**config.mk**
```make
export PLATFORM = sky130hd
export DESIGN_NAME = instr_fetch_seq
export DESIGN_NICKNAME = d
export VERILOG_FILES = /design/src/rtl/fetch_pkg.sv /design/src/rtl/fetch_timeout_ctr.sv /design/src/rtl/instr_fetch_seq.sv
export SDC_FILE = /design/constraint.sdc
export NUM_CORES = 1
export LEC_CHECK = 0
export BUFFER_PORTS_ARGS = -buffer_cell sky130_fd_sc_hd__buf_2
export CORE_ASPECT_RATIO = 1.5
export CORE_MARGIN = 3
export CORE_UTILIZATION = 39
export DETAILED_ROUTE_END_ITERATION = 12
export GPL_ROUTABILITY_DRIVEN = 0
export GPL_TIMING_DRIVEN = 0
export PLACE_DENSITY = 0.82
export SLEW_MARGIN = 10
export SYNTH_ARGS = -nofsm -noshare
export SYNTH_HDL_FRONTEND = slang
export SYNTH_SLANG_ARGS = --single-unit
export TNS_END_PERCENT = 20
```
**constraint.sdc**
```tcl
create_clock -name clk -period 1.5 [get_ports clk]
set_input_delay 0.3 -clock clk [delete_from_list [all_inputs] [get_ports clk]]
set_output_delay 0.3 -clock clk [all_outputs]
set_load 0.02 [all_outputs]
```
**src/rtl/fetch_pkg.sv**
```systemverilog
// Shared types and defaults for the instruction fetch sequencer.
package fetch_pkg;

    localparam int ADDR_W_DEF  = 32;
    localparam int DATA_W_DEF  = 32;
    localparam int TIMEOUT_DEF = 64;

    // Sequencer states:
    //   IDLE  | waiting for run
    //   REQ   | memory read outstanding for pc_q
    //   UPD   | commanding PC register to increment
    //   HOLD  | ir holds an instruction awaiting ir_ack
    //   BR    | commanding PC register to load the branch target
    //   FAULT | memory read timed out; sticky until clr
    typedef enum logic [2:0] {
        IDLE  = 3'd0,
        REQ   = 3'd1,
        UPD   = 3'd2,
        HOLD  = 3'd3,
        BR    = 3'd4,
        FAULT = 3'd5
    } fetch_state_e;

    // Timeout counter width; a disabled timeout still needs a 1-bit vector.
    function automatic int ctr_width(input int timeout);
        return (timeout > 0) ? $clog2(timeout + 1) : 1;
    endfunction

endpackage

```
**src/rtl/fetch_timeout_ctr.sv**
```systemverilog
// Saturating wait counter for the memory read; flags the last permitted cycle.
module fetch_timeout_ctr
    import fetch_pkg::*;
#(
    parameter int TIMEOUT = TIMEOUT_DEF
) (
    input  logic clk,
    input  logic clr,
    input  logic cnt_en_i,
    output logic expire_o
);

    localparam int            CW    = ctr_width(TIMEOUT);
    localparam logic [CW-1:0] LIMIT = CW'(TIMEOUT);
    localparam logic [CW-1:0] LAST  = CW'(TIMEOUT - 1);

    logic [CW-1:0] count_q;
    logic [CW-1:0] count_d;

    // Count while enabled, clear otherwise, hold at LIMIT (LIMIT=0 keeps it at zero).
    always_comb begin
        count_d = count_q;
        if (!cnt_en_i) begin
            count_d = '0;
        end else if (count_q != LIMIT) begin
            count_d = count_q + CW'(1);
        end
    end

    // Counter register with synchronous clear.
    always_ff @(posedge clk) begin
        if (clr) begin
            count_q <= '0;
        end else begin
            count_q <= count_d;
        end
    end

    // Expire during the TIMEOUT-th enabled cycle so the next edge can leave REQ.
    assign expire_o = (TIMEOUT != 0) && cnt_en_i && (count_q == LAST);

endmodule

```
**src/rtl/instr_fetch_seq.sv**
```systemverilog
// Fetch sequencer: reads instruction memory at pc_q, latches ir and steers
// the external PC register (increment after a fetch, load on a branch).
module instr_fetch_seq
    import fetch_pkg::*;
#(
    parameter int ADDR_W  = ADDR_W_DEF,
    parameter int DATA_W  = DATA_W_DEF,
    parameter int TIMEOUT = TIMEOUT_DEF
) (
    input  logic              clk,
    input  logic              clr,
    input  logic              run,
    input  logic [ADDR_W-1:0] pc_q,
    output logic [ADDR_W-1:0] pc_d,
    output logic              pc_en,
    output logic              pc_inc,
    output logic [ADDR_W-1:0] mem_addr,
    output logic              mem_rd,
    input  logic              mem_ready,
    input  logic [DATA_W-1:0] mem_rdata,
    output logic [DATA_W-1:0] ir,
    output logic              ir_valid,
    input  logic              ir_ack,
    input  logic              branch_req,
    input  logic [ADDR_W-1:0] branch_target,
    output logic              fault,
    output logic              busy
);

    fetch_state_e      state_q, state_d;
    logic [DATA_W-1:0] ir_q, ir_d;
    logic [ADDR_W-1:0] tgt_q, tgt_d;
    logic              pend_q, pend_d;
    logic              expire;

    fetch_timeout_ctr #(
        .TIMEOUT (TIMEOUT)
    ) u_timeout (
        .clk      (clk),
        .clr      (clr),
        .cnt_en_i (state_q == REQ),
        .expire_o (expire)
    );

    // Next-state logic: branch handling, read completion and timeout.
    always_comb begin
        state_d = state_q;
        ir_d    = ir_q;
        tgt_d   = tgt_q;
        pend_d  = pend_q;
        unique case (state_q)
            IDLE: begin
                if (branch_req) begin
                    tgt_d   = branch_target;
                    state_d = BR;
                end else if (run) begin
                    state_d = REQ;
                end
            end
            REQ: begin
                // The read is never aborted; a branch only marks its data as stale.
                if (branch_req) begin
                    tgt_d  = branch_target;
                    pend_d = 1'b1;
                end
                if (mem_ready) begin
                    pend_d = 1'b0;
                    if (pend_q || branch_req) begin
                        state_d = BR;
                    end else begin
                        ir_d    = mem_rdata;
                        state_d = UPD;
                    end
                end else if (expire) begin
                    pend_d  = 1'b0;
                    state_d = FAULT;
                end
            end
            UPD: begin
                if (branch_req) begin
                    tgt_d   = branch_target;
                    state_d = BR;
                end else begin
                    state_d = HOLD;
                end
            end
            HOLD: begin
                // A branch in the ack cycle wins; the ack is simply absorbed.
                if (branch_req) begin
                    tgt_d   = branch_target;
                    state_d = BR;
                end else if (ir_ack) begin
                    state_d = run ? REQ : IDLE;
                end
            end
            BR: begin
                if (branch_req) begin
                    tgt_d   = branch_target;
                    state_d = BR;
                end else begin
                    state_d = run ? REQ : IDLE;
                end
            end
            FAULT: begin
                state_d = FAULT;
            end
            default: begin
                state_d = IDLE;
            end
        endcase
    end

    // State and datapath registers; clr overrides everything.
    always_ff @(posedge clk) begin
        if (clr) begin
            state_q <= IDLE;
            ir_q    <= '0;
            tgt_q   <= '0;
            pend_q  <= 1'b0;
        end else begin
            state_q <= state_d;
            ir_q    <= ir_d;
            tgt_q   <= tgt_d;
            pend_q  <= pend_d;
        end
    end

    // Moore outputs decoded from the current state.
    always_comb begin
        pc_d     = '0;
        pc_en    = 1'b0;
        pc_inc   = 1'b0;
        mem_addr = '0;
        mem_rd   = 1'b0;
        ir_valid = 1'b0;
        fault    = 1'b0;
        unique case (state_q)
            REQ: begin
                mem_rd   = 1'b1;
                mem_addr = pc_q;
            end
            UPD: begin
                pc_en  = 1'b1;
                pc_inc = 1'b1;
                pc_d   = pc_q;
            end
            HOLD: begin
                ir_valid = 1'b1;
            end
            BR: begin
                pc_en = 1'b1;
                pc_d  = tgt_q;
            end
            FAULT: begin
                fault = 1'b1;
            end
            default: begin
            end
        endcase
    end

    assign ir   = ir_q;
    assign busy = (state_q != IDLE);

endmodule

```
==> impl_metrics.env <==
export IMPL_outcome="finished, violations left"
export IMPL_violations="negative setup slack"
export IMPL_finalNonFillerCells=771
export IMPL_maxSlewViolCount=0
export IMPL_powerDensity_mw_per_mm2=882
export IMPL_worstPathMaxFanout=10
export IMPL_antenna_cells=0
export IMPL_critPathCaptureType="output port"
export IMPL_antenna_found_initial=1
export IMPL_cts_tree="built"
export IMPL_grt_pass1_vias=3794
export IMPL_ys_types=37
export IMPL_grt_setup_unrepaired="yes"
export IMPL_crit_chain="inv_4 -> nor3_4 -> buf_6 -> buf_8 -> a22o_1 -> buf_6"
export IMPL_place_area_mm2=0.00456
export IMPL_dp_hpwl_um=8210
export IMPL_drive_above_1_share_pct=46.2
export IMPL_max_freq_mhz=539
export IMPL_wire_per_inst_um=16.3
export IMPL_design_area_mm2=0.00572
export IMPL_die_w_um=82.4
export IMPL_holdBufCountCts=0
export IMPL_synth_top_cell_by_area="dfxtp_1"
export IMPL_htree_levels=3
export IMPL_ys_seq_elements=75
export IMPL_cts_buffers=9
export IMPL_cp_depth=6
export IMPL_maxCapViolCount=0
export IMPL_post_route_drc_count=0
export IMPL_drt_iter0_drc=240
export IMPL_core_area_mm2=0.00846
export IMPL_start_util_pct=40.3
export IMPL_row_count=41
export IMPL_ys_seq_area_share_pct=44.0
export IMPL_fin_nets=763
export IMPL_cts_buffer_depth=2
export IMPL_rrSetupSlack_ns=-0.04
export IMPL_p_leak_nw=2.62
export IMPL_grt_use_total_pct=22.2
export IMPL_viasPerCell=5.22
export IMPL_cts_sinks=75
export IMPL_overflow=0
export IMPL_synth_top_area_share_pct=44.0
export IMPL_cpMostUsedCell="buf_6"
export IMPL_avgSynthCellArea_um2=7.94
export IMPL_synth_area_mm2=0.00341
export IMPL_tightest_slew_ns=0.558
export IMPL_yosys_top_cells_area="dfxtp_1 44%, nand2_1 14%, a21oi_1 9.8%"
export IMPL_power_frac_seq_pct=41.7
export IMPL_power_internal_w=0.00377
export IMPL_fp_dieH_um=121
export IMPL_critPathSlowestCell="dfxtp_4"
export IMPL_cp_top_family="buffers and inverters"
export IMPL_drtPass1Iterations=4
export IMPL_cp_required_ns=1.20
export IMPL_ys_warn_count=0
export IMPL_worst_slack_ns=-0.356
export IMPL_crit_buf_inv=4
export IMPL_reg2regPathDepth=6
export IMPL_critical_path_class="reg2out"
export IMPL_fin_crit_ns=1.86
export IMPL_whs_path_depth=3
export IMPL_root_buffer="clkbuf_16"
export IMPL_p_switching_w=0.00126
export IMPL_finalSetupViolCount=71
export IMPL_portBuffers=201
export IMPL_wl_um=12600
export IMPL_grt_pass1_wl_um=17200
export IMPL_fin_util_pct=67.5
export IMPL_timing_hold_ws_ns=0.212
export IMPL_vias=4025
export IMPL_tns_ns=-21.19
export IMPL_switching_share_pct=25.1
export IMPL_hold_class="in2reg"
export IMPL_clk_pin_slew_ns=0.06
export IMPL_finalHoldViolations=0
export IMPL_peakVddDrop_uv=884
export IMPL_syn_nets=534
export IMPL_cp_start_kind="flip-flop"
export IMPL_synth_cells=430
export IMPL_clockPowerShare_pct=41.2
export IMPL_combPwrFrac_pct=17.0
export IMPL_io_pins=204
export IMPL_post_route_period_util_pct=124
export IMPL_grt_max_degree=13
export IMPL_nFillCells=646
export IMPL_antenna_left=0
export IMPL_die_area_mm2=0.00993
export IMPL_finClkSkew_ns=0.00482
export IMPL_slew_headroom_pct=62.8
export IMPL_place_inst=738
export IMPL_cpPeakStageDelay_ns=0.38
export IMPL_cp_arrival_ns=1.56
export IMPL_syn_to_final_growth_pct=67.4
export IMPL_clock_latency_ns=0.32
==> flip-flops by register name, summed over array words and instances, names as in the netlist <==
| name | count |
|---|---|
| state_q | 3 |
| tgt_q | 32 |
| u_timeout.count_q | 7 |
| pend_q | 1 |
| ir | 32 |
==> power by group through the flow <==
stage / clock (W) / sequential, W / combinational [W]
2_1_floorplan: 0 / 0.00214 / 0.000351
3_3_place_gp: 0 / 0.00214 / 0.000622
3_5_place_dp: 0 / 0.00214 / 0.000637
4_1_cts: 0.00211 / 0.00210 / 0.000746
5_1_grt: 0.00220 / 0.00211 / 0.000917
6_report: 0.00208 / 0.00210 / 0.000859
==> path summary, 6_finish.rpt <==
| path | startpoint | to |
|---|---|---|
| max | state_q[2]$_SDFFE_PP0P_ | pc_d[24] |
| min | branch_target[3] | tgt_q[3]$_SDFFE_PP0P_ |
| max reg2reg | u_timeout.count_q[0]$_SDFFE_PP0P_ | u_timeout.count_q[0]$_SDFFE_PP0P_ |
| min reg2reg | ir[19]$_SDFFE_PP0P_ | ir[19]$_SDFFE_PP0P_ |
==> placed cells by master (no fill, tap or decap), types with 4 or more instances in the layout <==
cell type	n
buf_2	137
nor3_1	4
dfxtp_1	70
nor2_1	11
buf_4	23
buf_8	7
buf_6	72
a21oi_1	66
clkbuf_1	11
clkbuf_16	13
dfxtp_2	4
a22o_1	32
and2_4	30
nand2_1	129
nand3_1	4
==> per-stage QoR <==
step / worst slack (ns) / total power, W
4_1_cts: -0.360 / 0.00496
2_1_floorplan: -0.0100 / 0.00249
3_5_place_dp: -0.456 / 0.00277
6_report: -0.356 / 0.00504
5_1_grt: -0.418 / 0.00522
3_3_place_gp: -0.410 / 0.00276
==> synthesized netlist by cell type <==
library cell and number:
nand2_1 130, dfxtp_1 75, a21oi_1 67, and2_1 33, a22o_1 32, clkbuf_1 14, nor2_1 11, buf_2 9
buf_4 9, nor3_1 5, nand3_1 4, buf_6 3, nand2b_1 3, nand3b_1 3, xnor2_1 3, and3_1 2
ha_1 2, inv_1 2, inv_2 2, o21a_1 2, o21ai_0 2, xor2_1 2, a2111oi_4 1, a211o_1 1
a21boi_0 1, a2bb2oi_1 1, mux2i_1 1, nand3_2 1, nand3b_4 1, nor2_2 1, nor2b_1 1, nor3_2 1
nor3b_1 1, nor4b_1 1, o32a_1 1, or2_2 1, or3_1 1
==> what timing repair did <==
item / CTS / global route
cloned: 2 / 4
resized for setup: 133 / 90
setup buffers: 9 / 2
pin swaps: 11 / 31
endpoints found under the setup margin: 126 / 138
==> area by class of cell <==
type                    instances  area [um2]  area share, %
repair buffers                218        1600           28.0
multi-input cells             316        1820           31.8
clock inverters                 4        51.3          0.898
well taps                     107         134           2.34
inverters                       4        20.0          0.350
clock buffers                  12         236           4.14
plain buffers                  35         347           6.06
flip-flops and latches         75        1510           26.4
==> tightest hold or removal path, stage by stage <==
cell and delay (ns):
buf_2 0.09, nand2_1 0.04, a21oi_1 0.05
==> cells by family (layout without fill, tap and decap cells) <==
logic type                 Yosys count  in the layout  synth area share [%]
buffers and inverters               39            273                  6.27
adders and majority gates            2              2                 0.733
and+or+nand+nor                    200            200                  26.8
muxes                                1              1                 0.293
DFF                                 75             75                  44.0
xor gates and xnor gates             5              5                  1.28
AOI/OAI and AO/OA                  108            108                  20.6
==> per-layer routing <==
metal,wire length [um],vias to the layer above,global-route usage [%]
met5,13,-,0
met4,238,2,7.07
met3,999,32,6.56
met2,6820,214,41.2
met1,4500,1884,23.0
li1,-,1893,-
No activity file was read; power rests on OpenSTA's default activity.
